File: config.mk
export PLATFORM = sky130hd
export DESIGN_NAME = jtcontra_gfx_romarb
export DESIGN_NICKNAME = d
export VERILOG_FILES = /design/src/rtl/jtcontra_gfx_romarb.sv
export SDC_FILE = /design/constraint.sdc
export NUM_CORES = 1
export LEC_CHECK = 0
export CAP_MARGIN = 20
export CORE_ASPECT_RATIO = 1.25
export CORE_MARGIN = 4
export CORE_UTILIZATION = 40
export DETAILED_ROUTE_END_ITERATION = 7
export DONT_BUFFER_PORTS = 1
export MAX_ROUTING_LAYER = met4
export SLEW_MARGIN = 30
export SYNTH_ARGS = -nofsm -noshare
export SYNTH_HDL_FRONTEND = slang
export SYNTH_SLANG_ARGS = --single-unit
File: constraint.sdc
create_clock -name clk -period 3.1 [get_ports clk]
set_clock_uncertainty 0.15 [all_clocks]
set_input_delay 0.62 -clock clk [delete_from_list [all_inputs] [get_ports clk]]
set_output_delay 0.62 -clock clk [all_outputs]
set_load 0.005 [all_outputs]
File: src/rtl/jtcontra_gfx_romarb.sv
// -----------------------------------------------------------------------------
// jtcontra_gfx_romarb
//   Shares one SDRAM read slot between the two graphics chips' ROM fetch ports.
//   Each requester has a one-word cache: its tag, its data and a valid bit. A hit
//   is reported in the same cycle as the address. A miss is fetched from SDRAM.
//   When both requesters miss in the same cycle, a round-robin pointer picks one.
//
//   Handshake: sdram_req rises with a stable sdram_addr. It holds until the cycle
//   in which sdram_ack is sampled high. Later, a single sdram_rdy pulse carries
//   the word. sdram_addr keeps its value until the next request is launched.
//
// Ports
//   clk, rst                  system clock, synchronous active-high reset
//   gfx1_cs/addr/data/ok      gfx1 ROM port (ok = data valid for current addr)
//   gfx2_cs/addr/data/ok      gfx2 ROM port
//   sdram_req/addr            read request towards the SDRAM controller
//   sdram_ack/rdy/data        request accepted / read data valid / read word
//   o_dbg_state               current FSM state (IDLE=0, REQ=1, WAIT=2)
// -----------------------------------------------------------------------------
module jtcontra_gfx_romarb #(
   parameter int             AW          = 18,
   parameter int             SDW         = 22,
   parameter logic [SDW-1:0] GFX1_OFFSET = 22'h0,
   parameter logic [SDW-1:0] GFX2_OFFSET = 22'h40000
)(
   input  logic           clk,
   input  logic           rst,
   input  logic           gfx1_cs,
   input  logic [AW-1:0]  gfx1_addr,
   output logic [15:0]    gfx1_data,
   output logic           gfx1_ok,
   input  logic           gfx2_cs,
   input  logic [AW-1:0]  gfx2_addr,
   output logic [15:0]    gfx2_data,
   output logic           gfx2_ok,
   output logic           sdram_req,
   output logic [SDW-1:0] sdram_addr,
   input  logic           sdram_ack,
   input  logic           sdram_rdy,
   input  logic [15:0]    sdram_data,
   output logic [1:0]     o_dbg_state
);

   localparam logic [1:0] ST_IDLE = 2'd0;
   localparam logic [1:0] ST_REQ  = 2'd1;
   localparam logic [1:0] ST_WAIT = 2'd2;

   logic [1:0]     r_state;
   logic           r_req;
   logic [SDW-1:0] r_addr;
   logic           r_sel;     // 0 = gfx1, 1 = gfx2
   logic           r_last;    // requester served most recently
   logic [AW-1:0]  r_la;      // address latched at launch
   logic [AW-1:0]  r_tag1, r_tag2;
   logic [15:0]    r_data1, r_data2;
   logic           r_valid1, r_valid2;

   logic           w_hit1, w_hit2;
   logic           w_pend1, w_pend2;
   logic           w_sel_nx;
   logic [AW-1:0]  w_la_nx;
   logic [SDW-1:0] w_off_nx;
   logic           w_fill;

   assign w_hit1  = r_valid1 & (gfx1_addr == r_tag1);
   assign w_hit2  = r_valid2 & (gfx2_addr == r_tag2);
   assign w_pend1 = gfx1_cs & ~w_hit1;
   assign w_pend2 = gfx2_cs & ~w_hit2;

   // On a tie, serve the requester that was not served last. Otherwise serve
   // whichever requester is pending.
   assign w_sel_nx = (w_pend1 & w_pend2) ? ~r_last : w_pend2;
   assign w_la_nx  = w_sel_nx ? gfx2_addr   : gfx1_addr;
   assign w_off_nx = w_sel_nx ? GFX2_OFFSET : GFX1_OFFSET;

   // If ack and rdy arrive together in REQ, the request counts as accepted and
   // answered in that same cycle.
   assign w_fill = ((r_state == ST_REQ) & sdram_ack & sdram_rdy) |
                   ((r_state == ST_WAIT) & sdram_rdy);

   always_ff @(posedge clk) begin
      if (rst) begin
         r_state  <= ST_IDLE;
         r_req    <= 1'b0;
         r_addr   <= '0;
         r_sel    <= 1'b0;
         r_last   <= 1'b1;
         r_la     <= '0;
         r_tag1   <= '0;
         r_tag2   <= '0;
         r_data1  <= '0;
         r_data2  <= '0;
         r_valid1 <= 1'b0;
         r_valid2 <= 1'b0;
      end else begin
         case (r_state)
            ST_IDLE: begin
               if (w_pend1 | w_pend2) begin
                  r_sel   <= w_sel_nx;
                  r_la    <= w_la_nx;
                  r_addr  <= w_off_nx + SDW'(w_la_nx);
                  r_req   <= 1'b1;
                  r_state <= ST_REQ;
                  // The one-word entry is about to be replaced, so its old word
                  // must not keep reporting hits while the new one is in flight.
                  if (w_sel_nx) r_valid2 <= 1'b0;
                  else          r_valid1 <= 1'b0;
               end
            end
            ST_REQ: begin
               if (sdram_ack) begin
                  r_req   <= 1'b0;
                  r_state <= sdram_rdy ? ST_IDLE : ST_WAIT;
               end
            end
            ST_WAIT: begin
               if (sdram_rdy) r_state <= ST_IDLE;
            end
            default: r_state <= ST_IDLE;
         endcase

         // Fill with the latched address, even if the requester has moved on.
         if (w_fill) begin
            r_last <= r_sel;
            if (r_sel) begin
               r_data2  <= sdram_data;
               r_tag2   <= r_la;
               r_valid2 <= 1'b1;
            end else begin
               r_data1  <= sdram_data;
               r_tag1   <= r_la;
               r_valid1 <= 1'b1;
            end
         end
      end
   end

   assign gfx1_ok     = gfx1_cs & w_hit1;
   assign gfx2_ok     = gfx2_cs & w_hit2;
   assign gfx1_data   = r_data1;
   assign gfx2_data   = r_data2;
   assign sdram_req   = r_req;
   assign sdram_addr  = r_addr;
   assign o_dbg_state = r_state;

endmodule

==> flow_summary.yaml <==
global_route:
  grt-ovfl-total: 0
  grt_pass1_wl_um: 18500
  gr-usage-all-layers: 0.2035
  antenna_found_initial: 0
  grt_max_degree: 95
  grt_pass1_vias: 3473
sta:
  relSlewSlack: 0.4243
  finalWorstSetupSlack_ps: 425.6
  fmax_ghz: 0.3739
  min_period_ps: 2674
  rsz0062_at_grt: "false"
  post-route-period-util: 0.8627
  hold_viol: 0
  finalSetupViolations: 0
  drv_slew: 0
  fin_tns_setup_ps: 0
  worstMarginPinSlew_ps: 863.6
floorplan:
  rows: 41
  start_util: 0.4074
  design.die.area_um2: 11930
  chipHeight_um: 121.1
  io_pins: 117
  core-area_um2: 10050
  fp.dieW_um: 98.52
routing:
  viasPerCell: 5.555
  ant_nets: 0
  drc: 0
  drt-initial-drc-count: 193
  vias: 3472
  wire_per_inst_um: 19.06
  drt-total-wl_um: 11920
  dr.pass1.iters: 4
pwr:
  cellLeakagePower_uw: 0.001391
  peakVddDrop_mv: 0.3291
  p_per_area_nw_per_um2: 578.2
yosys:
  seq_area_frac_synth: 0.4545
  synth_area_um2: 4096
  synthMostInstantiatedCell: "nand2_1"
  ys.flop_type: "dfxtp_1"
  ys_types: 40
  ys_seq_elements: 93
  synth_top_area_frac: 0.4545
  synth.largest_area_cell: "dfxtp_1"
  avgSynthCellArea_um2: 8.112
  syn_inst: 505
  ys_top_cells_by_area: "dfxtp_1 45%, nand2_1 13%, a21oi_1 8.8%, xnor2_1 6.6%, a311oi_2 3.7%"
  yosys-top-cells-count: "141 x nand2_1, 93 x dfxtp_1, 72 x a21oi_1"
  ys_async_sr_fraction: 0
  synth_edf_count: 0
  yosysWarnings: 0
clocking:
  hold_buffers: 0
  htreeDepth: 3
  cts_resized: 0
  clock-sinks: 93
  cts_buffers: 9
  clk_latency_ps: 340
  cts_buffer_depth: 2
  cts-root-buf: "clkbuf_16"
  post_cts_buffers: 0
  clk_pin_slew_ps: 60
  cts_tree: "yes"
layout:
  layout-drive-gt1-share: 0.09073
  area_delta_synth_final_pct: 8.980
  final-seq-area_um2: 1862
  multi_input_area_um2: 2053
  fillers: 1033
  fin_nets: 550
  diodes: 0
critical_path:
  startpoint: "r_tag1[11]$_SDFFE_PP0P_"
  r2r_cells: 6
  cp_max_fo: 4
  crit_chain: "xnor2_1 > nand4_1 > nor2_2 > nand2_1 > nor4b_1 > buf_4"
  r2r_slack_ps: 660
  endpoint_kind: "primary output"
  rr_endpoint: "r_la[7]$_SDFFE_PP0P_"
  crit_end: "gfx1_ok"
  critical-path-slowest-cell: "dfxtp_1"
  cp_data_required_time_ps: 2330
  startpoint_type: "register"
  critPathArrivalTime_ps: 1900
  crit_type: "register to primary output"
  r2r-start: "r_tag1[15]$_SDFFE_PP0P_"
  slowest_delay_ps: 330
status:
  status: "complete, no violations"
hold_path:
  hold_class: "input pin to register"
placement:
  place_congestion: 0.8270
  pre_cts_ws_ps: 381.5
  dp_hpwl_um: 8572
  portBuffers: 0
job:
  maxCapViolations: 0
cell type report:
class | instances | area share
flip-flops and latches | 93 | 0.4170
clock inverters | 1 | 0.001121
repair buffers | 12 | 0.02018
inverters | 5 | 0.004204
well taps | 129 | 0.03615
multi-input cells | 371 | 0.4599
clock buffers | 14 | 0.06138
report_power, final:
part	total (uW)	internal [uW]	switching, uW
clock	1040	605	437
combinational	233	92.2	141
sequential	1310	1240	62.5
flip-flops by register name (all words and copies together) (netlist names):
signal       count
gfx1_data       16
r_la            17
r_valid2         1
r_last           1
r_valid1         1
sdram_addr       2
r_tag1          18
o_dbg_state      2
gfx2_data       16
r_tag2          18
sdram_req        1
worst min-delay path by stage:
stage | start | endpoint | depth (start not counted)
final | rst | r_tag1[13]$_SDFFE_PP0P_ | 1
after global routing | rst | r_tag1[11]$_SDFFE_PP0P_ | 1
after CTS | rst | r_tag1[13]$_SDFFE_PP0P_ | 1
after detailed placement | r_tag2[14]$_SDFFE_PP0P_ | r_tag2[14]$_SDFFE_PP0P_ | 2
after global placement | r_tag2[0]$_SDFFE_PP0P_ | r_tag2[0]$_SDFFE_PP0P_ | 2
after floorplan | r_tag1[6]$_SDFFE_PP0P_ | r_tag1[6]$_SDFFE_PP0P_ | 2
per-stage QoR:
stage	total power, uW	area (um^2)	instances	util	hold slack, ps
CTS	2603	4464	625	0.4440	188.4
floorplan	1520	4104	507	-	298.1
detailed placement	1566	4185	610	0.4163	303.8
global placement	1562	4185	610	0.4163	298.5
global route	2673	4464	625	0.4440	193.1
finish	2581	4464	625	0.4440	200.3
layout by cell type (no fill, tap or decap), drive strengths merged:
cell       n
nand4     12
a311oi    19
xnor2     31
a21bo      1
and3       1
xor2       5
a41oi      1
clkinv     1
or3        1
nor3      18
or2        1
nand3b     1
a211oi     1
nand3     22
nor2      11
o21ai     20
nor4b      2
a2111oi    1
o2bb2ai    1
and2       1
buf       12
nor4       1
nor2b      1
a211o      1
nand2    141
a21boi     1
clkbuf    14
inv        5
a21oi     72
conb       3
nor3b      1
dfxtp     93
layer usage:
| layer | share of wire | global-route usage | vias up | routed length (um) |
|---|---|---|---|---|
| met3 | 0.093 | 0.06268 | 24 | 1112 |
| met2 | 0.50 | 0.3325 | 122 | 5932 |
| met1 | 0.38 | 0.2275 | 1631 | 4536 |
| met4 | 0.028 | 0.09479 | 0 | 333 |
| li1 | - | - | 1695 | - |
| met5 | 0 | - | - | 0 |
logic make-up after synthesis:
| group | Yosys count | synth area share |
|---|---|---|
| flip-flops | 93 | 0.4545 |
| buffers and inverters | 43 | 0.05040 |
| XOR/XNOR | 36 | 0.07880 |
| AO/OA/AOI/OAI | 118 | 0.1860 |
| AND/OR/NAND/NOR | 214 | 0.2294 |
| other | 1 | 0.0009154 |
critical path, delay by kind of cell (launching register included):
family	cells	cell delay [ps]
xor gates and xnor gates	1	280
buffers and inverters	1	180
DFF	1	330
and+or+nand+nor	4	770
No activity file was read; power rests on OpenSTA's default activity.
